==> src/rtl/bus_arbiter_pkg.sv <==
// Shared definitions for the round-robin bus arbiter.
//   arb_state_e : arbiter FSM states
//   MAX_MASTERS : largest supported number of requesting masters
//   owner_idx_t : owner index wide enough for MAX_MASTERS
package bus_arbiter_pkg;

    localparam int unsigned MAX_MASTERS = 8;
    localparam int unsigned MAX_OWNER_W = $clog2(MAX_MASTERS);

    typedef logic [MAX_OWNER_W-1:0] owner_idx_t;

    typedef enum logic [2:0] {
        IDLE,
        GRANT,
        WAIT_BEGIN,
        BUSY,
        ABORT
    } arb_state_e;

endpackage

==> src/rtl/rr_pick.sv <==
// Combinational round-robin selector.
//   req        : per-master request vector
//   last_owner : most recently granted master (lowest priority)
//   valid      : at least one request is set
//   pick       : first requesting master after last_owner, wrapping
module rr_pick
    import bus_arbiter_pkg::*;
#(
    parameter int unsigned NUM_MASTERS = 4,
    parameter int unsigned OWNER_W     = $clog2(NUM_MASTERS)
) (
    input  logic [NUM_MASTERS-1:0] req,
    input  logic [OWNER_W-1:0]     last_owner,
    output logic                   valid,
    output logic [OWNER_W-1:0]     pick
);

    logic [2*NUM_MASTERS-1:0] doubled;
    logic [NUM_MASTERS-1:0]   rotated;

    // Rotating the request vector so that bit 0 is last_owner+1 turns the
    // wrap-around search into a plain lowest-set-bit search.
    always_comb begin
        doubled = {req, req} >> (32'(last_owner) + 32'd1);
        rotated = doubled[NUM_MASTERS-1:0];
        valid   = 1'b0;
        pick    = '0;
        for (int unsigned i = 0; i < NUM_MASTERS; i++) begin
            if (!valid && rotated[i]) begin
                valid = 1'b1;
                pick  = OWNER_W'((32'(last_owner) + 32'd1 + i) % NUM_MASTERS);
            end
        end
    end

endmodule

==> src/rtl/bus_arbiter_rr.sv <==
// Round-robin arbiter for the shared burst bus.
// Grants one master at a time and tracks ownership until the owner's end
// strobe or a bus error.
//   clock              : system clock, rising edge
//   reset              : asynchronous, active-low reset
//   requestTransaction : per-master level requests
//   transactionGranted : one-hot, single-cycle grant pulse
//   beginTransactionIn : begin strobe from the current owner
//   endTransactionIn   : end strobe
//   busErrorIn         : slave bus error
//   busOwner           : index of the current or most recent owner
//   busActive          : high from grant cycle through end of transaction
//   endTransactionOut  : forced end strobe (watchdog abort)
//   busErrorOut        : forced error strobe (watchdog abort)
// Optional feature: define BUS_ARBITER_TIMEOUT_EN to enable the watchdog,
// which aborts a transaction left in WAIT_BEGIN/BUSY for TIMEOUT_CYCLES.
module bus_arbiter_rr
    import bus_arbiter_pkg::*;
#(
    parameter int unsigned NUM_MASTERS    = 4,
    parameter int unsigned TIMEOUT_CYCLES = 256,
    parameter int unsigned OWNER_W        = $clog2(NUM_MASTERS)
) (
    input  logic                   clock,
    input  logic                   reset,
    input  logic [NUM_MASTERS-1:0] requestTransaction,
    output logic [NUM_MASTERS-1:0] transactionGranted,
    input  logic                   beginTransactionIn,
    input  logic                   endTransactionIn,
    input  logic                   busErrorIn,
    output logic [OWNER_W-1:0]     busOwner,
    output logic                   busActive,
    output logic                   endTransactionOut,
    output logic                   busErrorOut
);

    if (NUM_MASTERS < 2 || NUM_MASTERS > MAX_MASTERS || TIMEOUT_CYCLES < 2) begin : g_bad_cfg
        $error("bus_arbiter_rr: unsupported NUM_MASTERS or TIMEOUT_CYCLES");
    end

    arb_state_e         state_q, state_d;
    logic [OWNER_W-1:0] owner_q, owner_d;
    logic [OWNER_W-1:0] last_q, last_d;
    logic               arm_q, arm_d;
    logic               pick_valid;
    logic [OWNER_W-1:0] pick_idx;

`ifdef BUS_ARBITER_TIMEOUT_EN
    localparam int unsigned CNT_W = $clog2(TIMEOUT_CYCLES);
    logic [CNT_W-1:0] cnt_q, cnt_d;
    logic             timeout;
    assign timeout = (cnt_q == CNT_W'(TIMEOUT_CYCLES - 1));
`endif

    rr_pick #(
        .NUM_MASTERS (NUM_MASTERS),
        .OWNER_W     (OWNER_W)
    ) u_pick (
        .req        (requestTransaction),
        .last_owner (last_q),
        .valid      (pick_valid),
        .pick       (pick_idx)
    );

    always_comb begin
        state_d = state_q;
        owner_d = owner_q;
        last_d  = last_q;
        // arm_q stays low for the first edge after reset release so that
        // edge never issues a grant.
        arm_d   = 1'b1;
`ifdef BUS_ARBITER_TIMEOUT_EN
        cnt_d   = cnt_q;
`endif
        case (state_q)
            IDLE: begin
                if (arm_q && pick_valid) begin
                    state_d = GRANT;
                    owner_d = pick_idx;
                    last_d  = pick_idx;
                end
            end
            GRANT: begin
                state_d = WAIT_BEGIN;
`ifdef BUS_ARBITER_TIMEOUT_EN
                cnt_d   = '0;
`endif
            end
            WAIT_BEGIN: begin
                // Begin together with end is a zero-length transaction.
                if (busErrorIn || (beginTransactionIn && endTransactionIn)) begin
                    state_d = IDLE;
                end else if (beginTransactionIn) begin
                    state_d = BUSY;
`ifdef BUS_ARBITER_TIMEOUT_EN
                    cnt_d   = '0;
`endif
                end else if (!requestTransaction[owner_q]) begin
                    state_d = IDLE;
`ifdef BUS_ARBITER_TIMEOUT_EN
                end else if (timeout) begin
                    state_d = ABORT;
                end else begin
                    cnt_d   = cnt_q + 1'b1;
`endif
                end
            end
            BUSY: begin
                if (endTransactionIn || busErrorIn) begin
                    state_d = IDLE;
`ifdef BUS_ARBITER_TIMEOUT_EN
                end else if (timeout) begin
                    state_d = ABORT;
                end else begin
                    cnt_d   = cnt_q + 1'b1;
`endif
                end
            end
            ABORT: begin
                state_d = IDLE;
            end
            default: begin
                state_d = IDLE;
            end
        endcase
    end

    always_ff @(posedge clock or negedge reset) begin
        if (!reset) begin
            state_q <= IDLE;
            owner_q <= '0;
            last_q  <= OWNER_W'(NUM_MASTERS - 1);
            arm_q   <= 1'b0;
`ifdef BUS_ARBITER_TIMEOUT_EN
            cnt_q   <= '0;
`endif
        end else begin
            state_q <= state_d;
            owner_q <= owner_d;
            last_q  <= last_d;
            arm_q   <= arm_d;
`ifdef BUS_ARBITER_TIMEOUT_EN
            cnt_q   <= cnt_d;
`endif
        end
    end

    assign busOwner           = owner_q;
    assign busActive          = (state_q != IDLE);
    assign transactionGranted = (state_q == GRANT) ? (NUM_MASTERS'(1) << owner_q) : '0;

`ifdef BUS_ARBITER_TIMEOUT_EN
    assign endTransactionOut = (state_q == ABORT);
    assign busErrorOut       = (state_q == ABORT);
`else
    assign endTransactionOut = 1'b0;
    assign busErrorOut       = 1'b0;
`endif

endmodule

==> config.mk <==
export PLATFORM = sky130hd
export DESIGN_NAME = bus_arbiter_rr
export DESIGN_NICKNAME = d
export VERILOG_FILES = /design/src/rtl/bus_arbiter_pkg.sv /design/src/rtl/rr_pick.sv /design/src/rtl/bus_arbiter_rr.sv
export SDC_FILE = /design/constraint.sdc
export NUM_CORES = 1
export LEC_CHECK = 0
export ABC_AREA = 1
export CORE_MARGIN = 4
export CORE_UTILIZATION = 45
export CTS_BUF_LIST = sky130_fd_sc_hd__clkbuf_4
export CTS_CLUSTER_SIZE = 25
export DETAILED_ROUTE_END_ITERATION = 8
export PLACE_DENSITY = 0.86
export SETUP_SLACK_MARGIN = 0.3
export SKIP_CTS_REPAIR_TIMING = 1
export SLEW_MARGIN = 20
export SYNTH_ARGS = -nofsm -noshare
export SYNTH_HDL_FRONTEND = slang
export SYNTH_SLANG_ARGS = --single-unit
==> constraint.sdc <==
create_clock -name clock -period 2.3 [get_ports clock]
set_input_delay 0.69 -clock clock [delete_from_list [all_inputs] [get_ports clock]]
set_output_delay 0.69 -clock clock [all_outputs]
set_load 0.01 [all_outputs]
==> summary.log, run 1 <==
[outcome] result of the run complete, no violations
[detailed_routing] Vias per Instance 5.257
[sta] post-route clock period utilization 0.8340
[setup_path] crit-path cells clkdlybuf4s50_1
[placed_design] HPWL after detailed placement 1.303 mm
[setup_path] crit-path max FO 6
[cells_and_area] most common cell after layout, fill and taps aside nand2_1
[setup_path] Buf+Inv Stages, Crit Path 1
[cells_and_area] number of antenna diodes 0
[sta] final setup violation count 0
[floorplan] number of placement rows 13
[detailed_routing] number of DRC markers after the initial detailed-route iteration 34
[setup_path] Critical R2R Capture busOwner[1]$_DFFE_PN0P_
[clock_tree] maximum root-to-sink buffer count 2
[sta] worst-case clock skew 1.278 ps
[min_path] worst hold path cell count 2
[detailed_routing] post-detailed-route count of antenna-violating nets 0
[global_route] maximum number of pins on one net before global-route repair 10
[setup_path] biggest cell delay along the critical path 570 ps
[yosys] mapped cell area 681.9 sq um
[global_route] via count of the first global-routing pass 701
[yosys] share of the yosys chip area belonging to registers 0.2606
[cells_and_area] layout net count 139
[global_route] gr ovfl total 0
[floorplan] area of the die 2202 sq um
[detailed_routing] number of vias after detailed routing 757
[setup_path] worst path arrival time 1230 ps
[placed_design] number of buffer cells added on primary ports 15
[yosys] cells after synthesis 111
[setup_path] WP data required 1610 ps
[floorplan] Std-Cell Core Area 1366 sq um
[floorplan] I/O pin count 18
[detailed_routing] remaining routing DRC violations 0
[clock_tree] sink count of the clock tree 7
[setup_path] type of the worst setup path reg -> out
[cells_and_area] area used by sequential logic in the layout 178.9 sq um
[sta] final-layout setup total negative slack 0 ps
[sta] setup repair after global routing missed its margin no
[setup_path] FF-to-FF Start last_q[0]$_DFFE_PN1P_
[cells_and_area] multi-input logic area 444.2 sq um
[floorplan] initial standard-cell utilization of the core 0.4991
[yosys] warning count from the yosys run 0
[placed_design] weighted congestion reported at the end of routability-driven placement 0.8437
[cells_and_area] FILL cells 129
[cells_and_area] commonest cells after routing, fill and taps aside nand2_1, nor2_1, nand3_1, clkdlybuf4s50_1, nand2_2
[power_and_ir_drop] peak supply drop 0.7561 mV
[clock_tree] master cell of the clock root buffer clkbuf_4
[power_and_ir_drop] ratio of total power to cell area 1308 nW/um^2
[clock_tree] clock tree from TritonCTS yes
[global_route] Total Routing Usage GR 0.1634
[yosys] library cells used by synthesis 18
[sta] Slew Limit Fails 0
[clock_tree] Max H-tree Level 1
[setup_path] R2R setup slack 770 ps
[min_path] Hold Path End last_q[0]$_DFFE_PN1P_
[run] max-cap viol count 0
[clock_tree] clk slew on worst S/H paths 50 ps
[detailed_routing] Wirelength per Cell 10.85 um
[sta] number of endpoints with negative hold slack in the final report 0
[cells_and_area] Syn-to-layout area delta 29.54%
[cells_and_area] Core Util, Final 0.6465
[setup_path] CP startpoint kind register
[cells_and_area] layout cell share with drive strength beyond 1 0.2248
[floorplan] Die X-Extent 46.93 um
[yosys] syn_area_per_cell 6.143 sq um
[sta] final period demand of the worst path 1918 ps
[min_path] start point of the worst hold path last_q[0]$_DFFE_PN1P_
[min_path] Tightest Hold Check Type reg -> reg
[setup_path] category of cells accounting for the largest share of critical-path delay buffers and inverters
[setup_path] depth of the worst register-to-register path 9
[sta] maximum clock frequency 521.4 MHz
[detailed_routing] count of TritonRoute iterations in the first routing pass 4
[setup_path] slowest library cell on the worst path clkdlybuf4s50_1
[floorplan] vertical die dimension 46.93 um
[global_route] number of antenna violations at the first check in global routing 0
[global_route] first-pass GRT wire length 2.615 mm
[power_and_ir_drop] Pleak 0.5266 nW
[detailed_routing] wirelength, routed 1.562 mm
[setup_path] Critical Path Sink Type primary output
[clock_tree] clock latency of the later-clocked register in the worst-skew pair 240 ps
[clock_tree] number of buffers created by CTS 3
[yosys] register bit total from synthesis 7
[worst reg2reg max path, delay by kind of cell, from the launching register on]
family                 cells  cell delay, ps
and+or+nand+nor            8             710
DFF                        1             600
buffers and inverters      1             110
[cell type report]
type                    instances  share of cell area
well taps                      15             0.02125
multi-input cells              91              0.5028
clock buffers                   4             0.03399
flip-flops and latches          7              0.2026
inverters                      11             0.04674
repair buffers                 16              0.1926
[stage by stage]
step | std cells | hold WS, ps | total power, mW | setup WS (ps) | instance area, sq um
CTS | 144 | 542.0 | 1.161 | 11.96 | 869.6
detailed placement | 140 | 533.5 | 1.038 | 245.7 | 839.6
global placement | 140 | 516.1 | 1.010 | 264.6 | 839.6
finish | 144 | 553.9 | 1.155 | 381.9 | 883.3
floorplan | 112 | 394.4 | 0.8133 | 771.0 | 685.7
global route | 144 | 573.5 | 1.275 | 276.6 | 883.3
[cells by family after synthesis]
family	synth area share
compound gates	0.02201
buf+inv	0.09358
flops	0.2605
other cells	0.01101
simple gates	0.6129
[report_power, final]
part	total, mW	switching, mW	internal [mW]
clock	0.116	0.0381	0.0775
sequential	0.278	0.0864	0.192
combinational	0.761	0.470	0.291
[routing by layer]
layer,vias to the layer above,part of all wire,track usage,routed length (um)
met2,31,0.51,0.2981,802
met5,-,0,0,0
li1,388,-,-,-
met1,338,0.41,0.1822,634
met3,0,0.080,0.03448,125
met4,0,0,0.06630,0
[cells in the mapped netlist]
cell     instances  area share
nand2_1         42        0.23
nand3_1         10       0.073
nor2_1          10       0.055
nand2_2          7       0.064
inv_1            6       0.033
nand3_2          6       0.088
dfrtp_1          5        0.18
inv_2            5       0.028
nor3_1           4       0.029
buf_4            3       0.033
nand4_1          3       0.028
conb_1           2       0.011
dfstp_2          2       0.077
o21ai_1          2       0.015
a21oi_1          1      0.0073
nand2_4          1       0.017
nand4_2          1       0.018
nor2_2           1      0.0092
[registers in the layout, summed over array words and instances, names as in the netlist]
signal / cells
state_q: 2
busOwner: 2
arm_q: 1
last_q: 2
[how the worst max path moves through the flow]
stage	startpoint	to	slack [ps]	cells past startpoint
after floorplan	busOwner[1]$_DFFE_PN0P_	transactionGranted[2]	770	2
after global placement	requestTransaction[2]	busOwner[1]$_DFFE_PN0P_	260	10
after detailed placement	requestTransaction[3]	busOwner[0]$_DFFE_PN0P_	250	8
after CTS	state_q[0]$_DFFE_PN0P_	transactionGranted[3]	10	5
after global routing	state_q[0]$_DFFE_PN0P_	transactionGranted[1]	280	5
final	busOwner[1]$_DFFE_PN0P_	busOwner[1]	380	1
Power figures use the tool's default switching activity.
==> inputs of run 2 (changes only) <==
Clock period 2.3 ns to 1.8 ns, I/O delays scaled along.
==> run 2 against run 1 <==
Combinational power up 77%. Critical path depth increased by 3. Final cell count grew 7.6%. Global-route usage rose by 0.39 points. Design area increased by 18%. Sequential share of layout area fell by 3.1 points. First-iteration DRC count down 59%. Routed wire length up 20%. Worst setup slack worse by 280 ps.
==> summary.log, run 2 (synthesis results as in run 1) <==
[outcome] result of the run complete, no violations
[floorplan] Die X-Extent 46.93 um
[setup_path] logic depth of the worst path, buffers included 4
[clock_tree] sink count of the clock tree 7
[sta] final period demand of the worst path 1695 ps
[floorplan] I/O pin count 18
[sta] maximum clock frequency 590.1 MHz
[setup_path] crit-path max FO 4
[sta] worst hold slack 553.4 ps
[setup_path] Critical R2R Capture busOwner[1]$_DFFE_PN0P_
[detailed_routing] number of DRC markers after the initial detailed-route iteration 14
[sta] Slew Limit Fails 0
[clock_tree] clock tree from TritonCTS yes
[run] max-cap viol count 0
[detailed_routing] post-detailed-route count of antenna-violating nets 0
[cells_and_area] FILL cells 110
[cells_and_area] layout cell share with drive strength beyond 1 0.4214
[cells_and_area] most common cell after layout, fill and taps aside nand2_1
[min_path] Tightest Hold Check Type in -> async
[cells_and_area] Syn-to-layout area delta 52.29%
[placed_design] worst-case setup slack after placement -84.24 ps
[sta] final setup violation count 0
[cells_and_area] post-route cell area 1039 sq um
[setup_path] depth of the worst register-to-register path 9
[setup_path] end point of the critical path transactionGranted[2]
[floorplan] vertical die dimension 46.93 um
[detailed_routing] remaining routing DRC violations 0
[clock_tree] clock latency of the later-clocked register in the worst-skew pair 240 ps
[power_and_ir_drop] peak supply drop 1.022 mV
[cells_and_area] number of antenna diodes 0
[global_route] gr ovfl total 0
[sta] post-route clock period utilization 0.9415
[setup_path] slowest library cell on the worst path dfrtp_1
[placed_design] number of buffer cells added on primary ports 15
[placed_design] HPWL after detailed placement 1.309 mm
[sta] setup repair after global routing missed its margin yes
[setup_path] type of the worst setup path reg -> out
[sta] number of endpoints with negative hold slack in the final report 0
[global_route] Total Routing Usage GR 0.1673
[detailed_routing] number of vias after detailed routing 790
[placed_design] area post-placement 877.1 sq um
[setup_path] crit-path cells buf_4 > inv_1 > nor3_2 > buf_2
[floorplan] initial standard-cell utilization of the core 0.4991
[clock_tree] Max H-tree Level 1
[setup_path] category of cells accounting for the largest share of critical-path delay flip-flops
[setup_path] FF-to-FF Start last_q[0]$_DFFE_PN1P_
[global_route] maximum number of pins on one net before global-route repair 10
[floorplan] number of placement rows 13
[detailed_routing] count of TritonRoute iterations in the first routing pass 4
[sta] final-layout setup total negative slack 0 ps
[cells_and_area] layout net count 150
[detailed_routing] Vias per Instance 5.097
[setup_path] CP startpoint kind register
[clock_tree] maximum root-to-sink buffer count 2
[setup_path] Buf+Inv Stages, Crit Path 3
[floorplan] area of the die 2202 sq um
[clock_tree] number of buffers created by CTS 3
[setup_path] biggest cell delay along the critical path 410 ps
[clock_tree] clk slew on worst S/H paths 50 ps
[setup_path] worst path arrival time 1150 ps
[detailed_routing] Wirelength per Cell 12.06 um
[placed_design] weighted congestion reported at the end of routability-driven placement 0.8175
[setup_path] R2R setup slack 240 ps
[power_and_ir_drop] ratio of total power to cell area 1780 nW/um^2
[global_route] first-pass GRT wire length 2.525 mm
[global_route] number of antenna violations at the first check in global routing 0
[sta] worst-case clock skew 1.155 ps
[setup_path] WP data required 1260 ps
[power_and_ir_drop] Pleak 0.5806 nW
[global_route] via count of the first global-routing pass 621
[cells_and_area] commonest cells after routing, fill and taps aside nand2_1, nand3_1, nand2_2, nor2_1, buf_4
[sta] PnR worst setup slack 105.3 ps
[setup_path] launch point of the worst path busOwner[1]$_DFFE_PN0P_
[clock_tree] master cell of the clock root buffer clkbuf_4
[setup_path] Critical Path Sink Type primary output
[floorplan] Std-Cell Core Area 1366 sq um
[detailed_routing] wirelength, routed 1.869 mm
==> run 2: cell count changes in the layout (fill, tap and decap cells not counted), sizes merged <==
cell,change
buf,+16
clkdlybuf4s50,-6
clkbuf,+1
==> run 2: metal layers <==
metal  GRT usage  share of wire  wire length (um)  up-vias
met2      0.2954           0.56              1054       21
met5           0              0                 0        -
met4     0.08287          0.017                31        0
met3     0.03448          0.046                86        4
li1            -              -                 -      408
met1      0.1893           0.37               696      357
==> run 2: worst min path at each step <==
stage / slack [ps] / start / to
global route: 540 / reset / state_q[1]$_DFFE_PN0P_
detailed placement: 550 / last_q[0]$_DFFE_PN1P_ / last_q[0]$_DFFE_PN1P_
CTS: 550 / reset / state_q[1]$_DFFE_PN0P_
global placement: 520 / last_q[0]$_DFFE_PN1P_ / last_q[0]$_DFFE_PN1P_
floorplan: 240 / reset / arm_q$_DFF_PN0_
finish: 550 / reset / state_q[0]$_DFFE_PN0P_
==> run 2: through the flow <==
stage               total power [mW]  cells  utilization
floorplan                      1.039    112            -
CTS                            1.563    149       0.6639
global placement               1.364    145       0.6419
global route                   2.013    155       0.7601
finish                         1.849    155       0.7601
detailed placement             1.398    145       0.6419
==> run 2: cell type report <==
class | count | area, sq um | area share
clock buffer | 4 | 30.03 | 0.02892
inverter | 11 | 43.79 | 0.04217
multi-input combinational | 91 | 518.0 | 0.4988
sequential | 7 | 177.7 | 0.1711
tap | 15 | 18.77 | 0.01807
timing repair buffer | 27 | 250.2 | 0.2410
==> run 2: where the power goes <==
group / internal [mW] / leakage [nW] / total [mW] / switching (mW)
Combinational: 0.575 / 0.480 / 1.35 / 0.772
Clock: 0.0990 / 0.0184 / 0.148 / 0.0486
Sequential: 0.243 / 0.0823 / 0.355 / 0.112
